<file path="src/rtl/ex_muldiv_unit.sv">
// Iterative MULT/MULTU/DIV/DIVU unit with HI/LO registers for the EX stage.
// Define EX_MULDIV_DIV_EN to build the divider; otherwise DIV/DIVU raise op_err.
module ex_muldiv_unit #(
    parameter int XLEN = 32
) (
    input  logic            clk,
    input  logic            rst,
    input  logic            start,
    input  logic [2:0]      op,
    input  logic [XLEN-1:0] a,
    input  logic [XLEN-1:0] b,
    input  logic            mf_req,
    input  logic            flush,
    output logic            busy,
    output logic            stall,
    output logic            done,
    output logic            op_err,
    output logic [XLEN-1:0] hi,
    output logic [XLEN-1:0] lo
);
    localparam int CW = $clog2(XLEN);

    typedef enum logic [1:0] {IDLE, RUN, FIX} state_t;

    state_t            state;
    logic [2*XLEN-1:0] acc;
    logic [XLEN-1:0]   opnd;
    logic [CW-1:0]     cnt;
    logic              is_div, neg_lo, neg_hi;

    assign busy  = (state != IDLE);
    assign stall = busy & (start | mf_req);

    // Signedness comes from op[0] for both MULT/MULTU and DIV/DIVU.
    logic            a_neg, b_neg;
    logic [XLEN-1:0] a_abs, b_abs;
    assign a_neg = ~op[0] & a[XLEN-1];
    assign b_neg = ~op[0] & b[XLEN-1];
    assign a_abs = a_neg ? -a : a;
    assign b_abs = b_neg ? -b : b;

    // Shift-add: acc holds {partial sum, remaining multiplier bits}.
    logic [XLEN:0]     mul_sum;
    logic [2*XLEN-1:0] mul_next, step;
    assign mul_sum  = {1'b0, acc[2*XLEN-1:XLEN]} + (acc[0] ? {1'b0, opnd} : '0);
    assign mul_next = {mul_sum, acc[XLEN-1:1]};

`ifdef EX_MULDIV_DIV_EN
    // Restoring: acc holds {remainder, dividend bits shifting into quotient}.
    logic [XLEN:0]     rem_sh, diff;
    logic [2*XLEN-1:0] div_next;
    assign rem_sh   = acc[2*XLEN-1:XLEN-1];
    assign diff     = rem_sh - {1'b0, opnd};
    assign div_next = diff[XLEN] ? {rem_sh[XLEN-1:0], acc[XLEN-2:0], 1'b0}
                                 : {diff[XLEN-1:0],   acc[XLEN-2:0], 1'b1};
`endif

    always_comb begin
        step = mul_next;
`ifdef EX_MULDIV_DIV_EN
        if (is_div) step = div_next;
`endif
    end

    logic [2*XLEN-1:0] prod;
    logic [XLEN-1:0]   fix_hi, fix_lo;
    assign prod = neg_lo ? -acc : acc;
    always_comb begin
        {fix_hi, fix_lo} = prod;
        if (is_div) begin
            fix_lo = neg_lo ? -acc[XLEN-1:0] : acc[XLEN-1:0];
            fix_hi = neg_hi ? -acc[2*XLEN-1:XLEN] : acc[2*XLEN-1:XLEN];
        end
    end

    always_ff @(posedge clk or posedge rst) begin
        if (rst) begin
            state  <= IDLE;
            acc    <= '0;
            opnd   <= '0;
            cnt    <= '0;
            is_div <= 1'b0;
            neg_lo <= 1'b0;
            neg_hi <= 1'b0;
            hi     <= '0;
            lo     <= '0;
            done   <= 1'b0;
            op_err <= 1'b0;
        end else begin
            done   <= 1'b0;
            op_err <= 1'b0;
            case (state)
                IDLE: if (start && !flush) begin
                    case (op)
                        3'b000, 3'b001: begin
                            acc    <= {{XLEN{1'b0}}, b_abs};
                            opnd   <= a_abs;
                            neg_lo <= a_neg ^ b_neg;
                            neg_hi <= 1'b0;
                            is_div <= 1'b0;
                            cnt    <= CW'(XLEN - 1);
                            state  <= RUN;
                        end
`ifdef EX_MULDIV_DIV_EN
                        // A zero divisor yields all-ones quotient and |a| remainder;
                        // giving the remainder a's sign reproduces hi = a.
                        3'b010, 3'b011: begin
                            acc    <= {{XLEN{1'b0}}, a_abs};
                            opnd   <= b_abs;
                            neg_lo <= (a_neg ^ b_neg) & (b != '0);
                            neg_hi <= a_neg;
                            is_div <= 1'b1;
                            cnt    <= CW'(XLEN - 1);
                            state  <= RUN;
                        end
`endif
                        3'b100:  hi <= a;
                        3'b101:  lo <= a;
                        default: op_err <= 1'b1;
                    endcase
                end
                RUN: begin
                    if (flush) state <= IDLE;
                    else begin
                        acc <= step;
                        if (cnt == '0) state <= FIX;
                        else           cnt   <= cnt - 1'b1;
                    end
                end
                FIX: begin
                    state <= IDLE;
                    if (!flush) begin
                        hi   <= fix_hi;
                        lo   <= fix_lo;
                        done <= 1'b1;
                    end
                end
                default: state <= IDLE;
            endcase
        end
    end
endmodule

</file>
<file path="config.mk">
export PLATFORM = sky130hd
export DESIGN_NAME = ex_muldiv_unit
export DESIGN_NICKNAME = d
export VERILOG_FILES = /design/src/rtl/ex_muldiv_unit.sv
export SDC_FILE = /design/constraint.sdc
export NUM_CORES = 1
export LEC_CHECK = 0
export BUFFER_PORTS_ARGS = -buffer_cell sky130_fd_sc_hd__buf_2
export CELL_PAD_IN_SITES_DETAIL_PLACEMENT = 1
export CELL_PAD_IN_SITES_GLOBAL_PLACEMENT = 1
export CORE_UTILIZATION = 48
export CTS_CLUSTER_DIAMETER = 60
export CTS_CLUSTER_SIZE = 20
export DETAILED_ROUTE_END_ITERATION = 10
export HOLD_SLACK_MARGIN = 0.02
export MAX_ROUTING_LAYER = met4
export PLACE_DENSITY = 0.84
export SLEW_MARGIN = 0
export SYNTH_ARGS = -nofsm -noshare
export SYNTH_HDL_FRONTEND = slang
export SYNTH_SLANG_ARGS = --single-unit
export TNS_END_PERCENT = 1
</file>
<file path="constraint.sdc">
create_clock -name clk -period 8.6 [get_ports clk]
set_clock_uncertainty 0.1 [all_clocks]
set_input_delay 0.86 -clock clk [delete_from_list [all_inputs] [get_ports clk]]
set_output_delay 0.86 -clock clk [all_outputs]
set_load 0.01 [all_outputs]
</file>
Yosys cells after proc, flatten, opt, wreduce, memory -nomap -nowiden
Index checks and enable logic that the tools add are counted.
{ "classes": {"addsub": 5, "n_eq_ne": 13, "mux": 31, "bitwise": 6, "n_reduce_logical": 16} }
{ "op_table": {"columns": ["cell", "count"], "rows": [
  ["$mux 32", 9],
  ["$mux 64", 4],
  ["$pmux 32 s2", 2],
  ["$pmux 64 s2", 1],
  ["$neg 32->32", 2],
  ["$neg 64->64", 1],
  ["$add 32x32->33", 1],
  ["$mux 5", 4],
  ["$reduce_and 4->1", 3],
  ["$pmux 5 s2", 1],
  ["$mux 2", 4],
  ["$ne 2x2->1 const B", 4],
  ["$eq 3x3->1 const B", 2],
  ["$ne 2x1->1 const B", 3],
  ["$reduce_and 3->1", 2],
  ["$reduce_bool 2->1", 3],
  ["$logic_not 5->1", 1],
  ["$mux 1", 5],
  ["$reduce_and 5->1", 1],
  ["$sub 5x1->5 const B", 1],
  ["$pmux 2 s2", 1],
  ["$reduce_or 4->1", 1],
  ["$and 1x1->1", 3],
  ["$eq 3x1->1 const B", 1],
  ["other kinds (11)", 11]
]} }
{ "totals": {"ff_bits": 170, "inputBits": 72, "output_inout_bits": 68, "word_cells": 80} }

Logic depth before layout (Yosys ltp)
Gate-level depths: netlist of the first run.
{ "depth": {"depth_word": 6, "ltp_mapped": 15, "depth_no_buf": 13} }

Worst setup path after synthesis of the first run
OpenSTA, ideal clock, no wires.
{ "synth_timing": {"path_kind": "register to register", "start": "reg acc[0]", "end": "reg acc[59]", "setup_time_ns": 0.130, "arrival_time_ns": 2.924, "required_ns": 8.370, "setup_slack_ns": 5.445, "stages_incl_launch_ff": 16, "path_buffers": 2, "synth_period_minus_slack_ns": 3.155, "path_cell_list": "dfrtp_1 > clkbuf_1 > clkbuf_1 > and2_1 > ha_1 > inv_1 > fa_1 > nor2b_1 > o21ai_0 > nand2b_1 > a31oi_1 > o21ai_0 > a21oi_1 > o21ai_0 > o31a_1 > o21ai_0"} }
{ "synth_between": {"elab_chain_cells": 4} }
{ "synth_lines": {"columns": ["element", "line", "source"], "rows": [
  ["start, declared", "26", "logic [2*XLEN-1:0] acc;"],
  ["start signal, assigned", "96", "acc <= {{XLEN{1'b0}}, b_abs};"],
  ["start signal, assigned", "125", "acc <= step;"],
  ["$mux 32", "45", "assign mul_sum = {1'b0, acc[2*XLEN-1:XLEN]} + (acc[0] ? {1'b0, opnd} : '0);"],
  ["$add 32x32->33", "45", null],
  ["$mux 64", "123", "if (flush) state <= IDLE;"],
  ["$pmux 64 s2", "92", "case (state)"]
]} }
No other way between the ends. The select of a mux whose other input is x is not followed.
A chain may end at the register's enable or synchronous reset.

Worst setup path after layout of the first run
Same ends and word-level chain as after synthesis.

==> results of run 1 <==
==> layout make-up <==
type	instances	area (um^2)	share of cell area [%]
Timing Repair Buffer	153	801	6.28
Inverter	25	98.8	0.775
Clock buffer	17	425	3.34
Sequential cell	170	4260	33.4
Tap cell	313	392	3.07
Multi-Input combinational cell	1079	6630	52.0
Clock inverter	15	155	1.22
==> synth_stat cells, types with 2 or more instances <==
master	instances	area [um^2]
a211oi_1	5	37.5
a21o_1	21	158
a21oi_1	65	325
a221oi_1	21	184
a22o_1	3	26.3
a22oi_1	3	22.5
a31oi_1	6	37.5
and2_1	34	213
and3_1	5	31.3
buf_1	11	41.3
clkbuf_1	67	251
dfrtp_1	170	4250
ha_1	37	463
inv_1	25	93.8
mux2i_1	2	20.0
nand2_1	190	713
nand2b_1	11	68.8
nand3_1	23	115
nand3b_1	5	37.5
nand4_1	11	68.8
nor2_1	122	458
nor2b_1	5	31.3
nor3_1	20	100
nor3b_1	2	15.0
nor4_1	10	62.6
nor4_4	2	42.5
o211ai_1	6	45.0
o21a_1	2	15.0
o21ai_0	175	876
o21ai_1	6	30.0
o21bai_1	7	52.6
o22ai_1	5	31.3
o31ai_1	61	458
o41ai_1	19	166
or2_1	2	12.5
or2_2	2	12.5
or3_1	15	93.8
or3_4	2	22.5
or4_1	6	45.0
or4_4	3	33.8
xnor2_1	71	622
xor2_1	77	674
==> metrics by stage <==
step | power (mW) | cell area, um^2 | util (%)
final | 3.15 | 12800 | 55.8
after global routing | 3.33 | 12800 | 55.8
after CTS | 3.14 | 12800 | 55.8
after detailed placement | 2.34 | 12200 | 53.3
after global placement | 2.28 | 12200 | 53.3
after floorplan | 1.93 | 11300 | -
==> critical path: stages (launching register included) <==
cell	delay (ns)
dfrtp_1	0.59
and2_1	0.21
ha_1	0.17
inv_1	0.06
fa_1	0.40
nor2b_1	0.15
o21ai_0	0.09
nand2b_1	0.14
a31oi_1	0.22
o21ai_0	0.50
a21oi_1	0.26
o21ai_0	0.42
o31a_1	0.21
o21ai_0	0.09
==> flip-flops by register name, summed over array words and instances (netlist names) <==
name,flops
state,2
opnd,32
acc,64
op_err,1
hi,32
cnt,5
neg_lo,1
done,1
lo,32
==> cell usage in the layout (no fill, tap or decap), types with 5 or more instances in the layout <==
| cell | count |
|---|---|
| nand2_1 | 189 |
| o21ai_0 | 175 |
| dfrtp_1 | 169 |
| buf_2 | 139 |
| nor2_1 | 120 |
| xor2_1 | 77 |
| xnor2_1 | 71 |
| a21oi_1 | 65 |
| o31ai_1 | 61 |
| ha_1 | 37 |
| and2_1 | 34 |
| inv_1 | 24 |
| nand3_1 | 23 |
| a221oi_1 | 21 |
| a21o_1 | 21 |
| nor3_1 | 20 |
| o41ai_1 | 19 |
| clkbuf_16 | 17 |
| or3_1 | 14 |
| buf_4 | 14 |
| nand2b_1 | 11 |
| nand4_1 | 11 |
| nor4_1 | 10 |
| o21bai_1 | 7 |
| or4_1 | 6 |
| o21ai_1 | 6 |
| o211ai_1 | 6 |
| inv_6 | 6 |
| a31oi_1 | 6 |
| and3_1 | 5 |
| nand3b_1 | 5 |
| nor2b_1 | 5 |
| o22ai_1 | 5 |
| a211oi_1 | 5 |
==> power by group <==
part / internal [mW] / total [mW] / switching, mW
sequential: 1.00 / 1.28 / 0.275
clock: 0.411 / 0.794 / 0.382
combinational: 0.447 / 1.08 / 0.634
==> cells by family after synthesis <==
logic type	Yosys count	share of synthesized area, %
xor gates and xnor gates	148	11.5
buffers and inverters	103	3.44
AOI/OAI and AO/OA	414	22.7
DFF	170	37.8
muxes	2	0.178
adders and majority gates	38	4.29
and+or+nand+nor	477	20.1
==> path summary, 6_finish.rpt <==
check,endpoint
worst max-delay path,acc[59]
worst min-delay path,cnt[4]
worst max register to register,acc[59]
worst min register to register,lo[8]
max in group asynchronous,neg_lo
min in group clk,lo[8]
==> per-layer routing <==
| layer | track usage (%) | routed length [um] | vias up |
|---|---|---|---|
| met5 | - | 0 | - |
| met4 | 12.2 | 1200 | 0 |
| met3 | 3.43 | 1930 | 73 |
| met2 | 54.3 | 18300 | 343 |
| met1 | 46.2 | 17200 | 5364 |
| li1 | - | - | 4968 |
==> qor.csv, run 1 <==
stage,metric,value,unit
synthesis,synthesized flop and latch total,170,
global_routing,number of global-route vias before repair,11200,
power_and_ir_drop,LEAKAGE,5.71,nW
critical_path,RR Startpoint,acc[0],
floorplanning,initial core utilization,49.3,%
timing,RSZ-0062 raised after global routing,false,
clock_tree,Root Driver,clkbuf_16,
clock_tree,CTS resizes,0,
critical_path,Critical Path Fanout Max,15,
floorplanning,I/O pin total,140,
cells_and_area,Fill cells,2794,
cells_and_area,area delta synth->final,13.3,%
clock_tree,cts hold-fix bufs,0,
cells_and_area,share of cells above drive strength 1,14.1,%
clock_tree,clk sinks,170,
floorplanning,Die W,155,um
timing,Worst-Margin Slew,1.28,ns
route,total iterations of the first detailed-routing run,7,
floorplanning,# rows,55,
synthesis,Post-synth EDFFs,0,
timing,hold slack final,0.337,ns
timing,"Hold Violations, Final",0,
critical_path,critical path startpoint category,flop,
route,routed vias,10700,
run_status,status,completed,
critical_path,flop-to-flop setup slack,4.85,ns
critical_path,CP endpoint kind,flop,
route,DR iter-0 viols,780,
global_routing,initial antenna violation count,0,
synthesis,Syn Nets,1462,
timing,Peak Freq,267,MHz
critical_path,WP data required,8.81,ns
synthesis,register area share after synthesis,37.8,%
cells_and_area,antenna cell count,0,
floorplanning,die area,0.0241,mm^2
critical_path,CP startpoint,acc[0],
floorplanning,Core Region,0.0228,mm^2
critical_path,R2R depth,13,
cells_and_area,final layout net count,1556,
synthesis,Synth Area per Inst,8.32,um^2
floorplanning,die height,155,um
cells_and_area,"Cell Count, Final, Fillers Out",1772,
place,Cell Count Post-Placement,1740,
route,WL/cell,21.8,um
place,gpl congestion,0.868,
synthesis,Synth async-reset ratio,100,%
global_routing,first-pass GRT wire length,62300,um
clock_tree,CTS tree,yes,
worst_hold_path,Hold WC Path Type,primary input to asynchronous set/reset pin,
clock_tree,htree depth,4,
place,port bufs,139,
route,DRC viols,0,
synthesis,number of library cell types mapped by synthesis,59,
route,DRT antenna net count,0,
place,setup slack at placement,4.97,ns
timing,Period minus WS final,3.75,ns
synthesis,Synth Instances,1352,
clock_tree,"Clk Latency, worst-skew pair",0.44,ns
place,hpwl dp,27800,um
timing,Max-Slew Margin vs Limit,14.7,%
route,WL final,38600,um
timing,setup ws final,4.85,ns
timing,endpoints failing setup,0,
global_routing,total grt overflow,0,
critical_path,crit path kind,flop to flop,
global_routing,Overall Global Routing Usage,34.4,%
power_and_ir_drop,PD cells,247,mW/mm^2
synthesis,ys flop type,dfrtp_1,
critical_path,critical path arrival,3.96,ns
clock_tree,CTS Buf Count,17,
power_and_ir_drop,"IR drop worst, VDD",0.145,mV
clock_tree,post-CTS setup buffers,0,
synthesis,synthesized area,0.0113,mm^2
timing,Post-Route Setup TNS,0,ns
job,Max-cap violations,0,
clock_tree,"CTS clk-pin slew, worst paths",0.08,ns
global_routing,pin count of the biggest net entering global routing,84,
timing,fin. max-slew vios,0,
timing,Final Cycle Share,43.6,%
clock_tree,Longest Clk Path Bufs,2,
route,Via density,6.07,
synthesis,Synthesis Warnings,0,
No activity file was read; power rests on OpenSTA's default activity.
==> run 2: changes to the inputs <==
--- a/config.mk
+++ b/config.mk
@@ -5,16 +5,17 @@
 export SDC_FILE = /design/constraint.sdc
 export NUM_CORES = 1
 export LEC_CHECK = 0
+export ABC_AREA = 1
 export BUFFER_PORTS_ARGS = -buffer_cell sky130_fd_sc_hd__buf_2
 export CELL_PAD_IN_SITES_DETAIL_PLACEMENT = 1
 export CELL_PAD_IN_SITES_GLOBAL_PLACEMENT = 1
-export CORE_UTILIZATION = 48
+export CORE_UTILIZATION = 42
 export CTS_CLUSTER_DIAMETER = 60
 export CTS_CLUSTER_SIZE = 20
 export DETAILED_ROUTE_END_ITERATION = 10
 export HOLD_SLACK_MARGIN = 0.02
 export MAX_ROUTING_LAYER = met4
-export PLACE_DENSITY = 0.84
+export PLACE_DENSITY = 0.78
 export SLEW_MARGIN = 0
 export SYNTH_ARGS = -nofsm -noshare
 export SYNTH_HDL_FRONTEND = slang
==> constraint.sdc (replaced) <==
create_clock -name clk -period 3.9 [get_ports clk]
set_clock_uncertainty 0.1 [all_clocks]
set_input_delay 0.39 -clock clk [delete_from_list [all_inputs] [get_ports clk]]
set_output_delay 0.39 -clock clk [all_outputs]
set_load 0.01 [all_outputs]
==> run 2 against run 1 <==
- register-to-register slack got worse by 4.0 ns
- core utilization shrank 8.2 points
- die area rose by 36%
- synthesized cell count rose by 61%
- clock power rose by 120%
- non-clock buffer count up 2
- sequential power grew 120%
- total power is 150% higher
- cell count is 52% higher
- synthesized area up 19%
- clock-buffer cell count did not move
==> qor.csv, run 2 <==
stage,metric,value,unit,change
place,hpwl dp,47600,um,was 27800 um
timing,Final Cycle Share,78.1,%,was 43.6%
cells_and_area,Fill cells,4366,,was 2794
critical_path,crit path cell chain,buf_4 > nand2_1 > inv_1 > ha_1 > a21oi_1 > nor2_1 > nor2_1 > nand2_1 > nand2_1 > nand2_1 > o21ai_0 > o21ai_0,,was and2_1 > ha_1 > inv_1 > fa_1 > nor2b_1 > o21ai_0 > nand2b_1 > a31oi_1 > o21ai_0 > a21oi_1 > o21ai_0 > o31a_1 > o21ai_0
timing,RSZ-0062 raised after global routing,false,,unchanged
global_routing,pin count of the biggest net entering global routing,171,,was 84
route,Via density,5.66,,was 6.07
place,Cell Count Post-Placement,2658,,was 1740
synthesis,number of library cell types mapped by synthesis,43,,was 59
synthesis,Post-synth EDFFs,0,,unchanged
run_status,status,completed,,unchanged
worst_hold_path,Hold WC Path Type,primary input to asynchronous set/reset pin,,unchanged
synthesis,synthesized area,0.0134,mm^2,was 0.0113 mm^2
timing,setup ws final,0.853,ns,was 4.85 ns
global_routing,first-pass GRT wire length,91200,um,was 62300 um
critical_path,terminus of the critical flop-to-flop path,acc[46],,was acc[59]
critical_path,Critical-path top delay cell,dfrtp_1,,unchanged
power_and_ir_drop,total power,7.77,mW,was 3.15 mW
cells_and_area,"Most flops, register",acc,,unchanged
synthesis,dominant cells by area after synthesis,"dfrtp_1 32%, nand2_1 17%, nor2_1 9.7%, nand3_1 8.3%, inv_1 7.1%",,"was dfrtp_1 38%, o21ai_0 7.8%, nand2_1 6.3%, xor2_1 6.0%, xnor2_1 5.5%"
timing,Peak Freq,328,MHz,was 267 MHz
clock_tree,post-CTS setup buffers,0,,unchanged
route,DRC viols,0,,unchanged
power_and_ir_drop,PD cells,518,mW/mm^2,was 247 mW/mm^2
floorplanning,Die W,181,um,was 155 um
synthesis,Synth area leader,dfrtp_1,,unchanged
place,post-placement cell area,0.0144,mm^2,was 0.0122 mm^2
synthesis,Synth Area per Inst,6.18,um^2,was 8.32 um^2
power_and_ir_drop,LEAKAGE,7.63,nW,was 5.71 nW
critical_path,WP data required,4.12,ns,was 8.81 ns
synthesis,ys flop type,dfrtp_1,,unchanged
floorplanning,# rows,65,,was 55
cells_and_area,final instance area,0.0150,mm^2,was 0.0128 mm^2
critical_path,most frequent CP cell,nand2_1,,was o21ai_0
critical_path,RR Startpoint,acc[0],,unchanged
clock_tree,Longest Clk Path Bufs,2,,unchanged
critical_path,CP peak stage delay,0.52,ns,was 0.59 ns
clock_tree,CTS Buf Count,17,,unchanged
global_routing,total grt overflow,0,,unchanged
floorplanning,initial core utilization,42.6,%,was 49.3%
timing,"Hold Violations, Final",0,,unchanged
clock_tree,Root Driver,clkbuf_16,,unchanged
critical_path,Critical Path Fanout Max,30,,was 15
place,port bufs,139,,unchanged
timing,Period minus WS final,3.05,ns,was 3.75 ns
cells_and_area,area delta synth->final,11.8,%,was 13.3%
synthesis,"count leader, synth",nand2_1,,unchanged
cells_and_area,"Cell Count, Final, Fillers Out",2691,,was 1772
clock_tree,CTS tree,yes,,unchanged
floorplanning,die area,0.0326,mm^2,was 0.0241 mm^2
synthesis,Syn Nets,2280,,was 1462
clock_tree,clk sinks,170,,unchanged
place,setup slack at placement,0.946,ns,was 4.97 ns
cells_and_area,Storage cell area,0.00426,mm^2,unchanged
route,WL/cell,22.0,um,was 21.8 um
synthesis,Synthesis Warnings,0,,unchanged
timing,fin. max-slew vios,0,,unchanged
synthesis,Post-synth top cells,"598 x nand2_1, 347 x nor2_1, 252 x inv_1, 222 x nand3_1, 170 x dfrtp_1",,"was 190 x nand2_1, 175 x o21ai_0, 170 x dfrtp_1, 122 x nor2_1, 77 x xor2_1"
route,WL final,59300,um,was 38600 um
floorplanning,Core Region,0.0315,mm^2,was 0.0228 mm^2
cells_and_area,multi-input gate area in the final layout,0.00783,mm^2,was 0.00663 mm^2
critical_path,critical path startpoint category,flop,,unchanged
timing,hold slack final,0.00353,ns,was 0.337 ns
clock_tree,"CTS clk-pin slew, worst paths",0.08,ns,about the same
cells_and_area,Largest register FFs,64,,unchanged
floorplanning,die height,181,um,was 155 um
critical_path,crit path kind,flop to flop,,unchanged
cells_and_area,final layout net count,2385,,was 1556
critical_path,CP endpoint kind,flop,,unchanged
critical_path,Bufs and invs on worst path,2,,was 1
cells_and_area,share of cells above drive strength 1,10.8,%,was 14.1%
power_and_ir_drop,"IR drop worst, VDD",0.341,mV,was 0.145 mV
timing,Max-Slew Margin vs Limit,25.3,%,was 14.7%
job,Max-cap violations,0,,unchanged
floorplanning,I/O pin total,140,,unchanged
cells_and_area,"commonest non-fill, non-tap cells in the layout","598 x nand2_1, 346 x nor2_1, 251 x inv_1",,"was 189 x nand2_1, 175 x o21ai_0, 169 x dfrtp_1"
synthesis,register area share after synthesis,31.7,%,was 37.8%
synthesis,Synth Instances,2170,,was 1352
timing,Worst-Margin Slew,1.12,ns,was 1.28 ns
place,gpl congestion,0.963,,was 0.868
clock_tree,cts hold-fix bufs,0,,unchanged
route,DRT antenna net count,0,,unchanged
clock_tree,CTS resizes,0,,unchanged
critical_path,critical path arrival,3.27,ns,was 3.96 ns
timing,endpoints failing setup,0,,unchanged
global_routing,initial antenna violation count,1,,was 0
cells_and_area,post-route core utilization,47.6,%,was 55.8%
critical_path,R2R depth,12,,was 13
global_routing,number of global-route vias before repair,15700,,was 11.2k
cells_and_area,"most common cell after layout, fill and taps aside",nand2_1,,unchanged
timing,Post-Route Setup TNS,0,ns,unchanged
global_routing,Overall Global Routing Usage,38.1,%,was 34.4%
critical_path,cell family with most CP delay,compound AO/OA/AOI/OAI gates,,unchanged
synthesis,synthesized flop and latch total,170,,unchanged
synthesis,Synth async-reset ratio,100,%,unchanged
route,DR iter-0 viols,1180,,was 780
route,total iterations of the first detailed-routing run,6,,was 7
critical_path,flop-to-flop setup slack,0.85,ns,was 4.85 ns
clock_tree,"Clk Latency, worst-skew pair",0.46,ns,was 0.44 ns
route,routed vias,15200,,was 10.7k
synthesis,Synth top area share,31.7,%,was 37.8%
clock_tree,htree depth,4,,unchanged
[run 2: cells by family after synthesis]
| kind of cell | count (synthesis) | synth area share (%) |
|---|---|---|
| AO/OA/AOI/OAI | 359 | 14.3 |
| AND/OR/NAND/NOR | 1250 | 39.1 |
| buffers and inverters | 332 | 9.87 |
| XOR/XNOR | 21 | 1.37 |
| adder cells (fa/ha/maj) | 38 | 3.60 |
| flip-flops | 170 | 31.7 |
[run 2: where the power goes]
group,switching [mW],internal [mW]
registers,0.616,2.22
clock network,0.888,0.841
logic,2.17,1.03
total,3.68,4.09
[run 2: worst max-delay path by stage]
stage,to,cells after the start,startpoint,slack [ns]
CTS,acc[46],12,acc[0],0.92
floorplan,acc[0],1,rst,1.24
detailed placement,acc[46],12,acc[0],0.95
finish,acc[46],12,acc[0],0.85
global route,acc[46],12,acc[0],0.72
global placement,acc[46],12,acc[0],0.96
[run 2: final cells by class]
type                       instances  share of cell area [%]
multi-input combinational       1668                    52.3
sequential                       170                    28.4
inverter                         263                    6.62
clock buffer                      17                    2.84
timing repair buffer             155                    5.53
clock inverter                    15                   0.969
tap                              402                    3.36
antenna                            1                  0.0167
[run 2: tightest hold or removal path: cells and delay by family]
| family | cells | cell delay (ns) |
|---|---|---|
| buffers and inverters | 3 | 0.71 |
[run 2: per-layer routing]
metal  track usage [%]  part of all wire, %  vias to the layer above
li1                  -                    -                     7193
met1              43.6                   40                     7417
met2              63.5                   49                      480
met3              4.81                  4.4                      142
met4              23.6                  6.5                        0
met5                 -                    0                        -
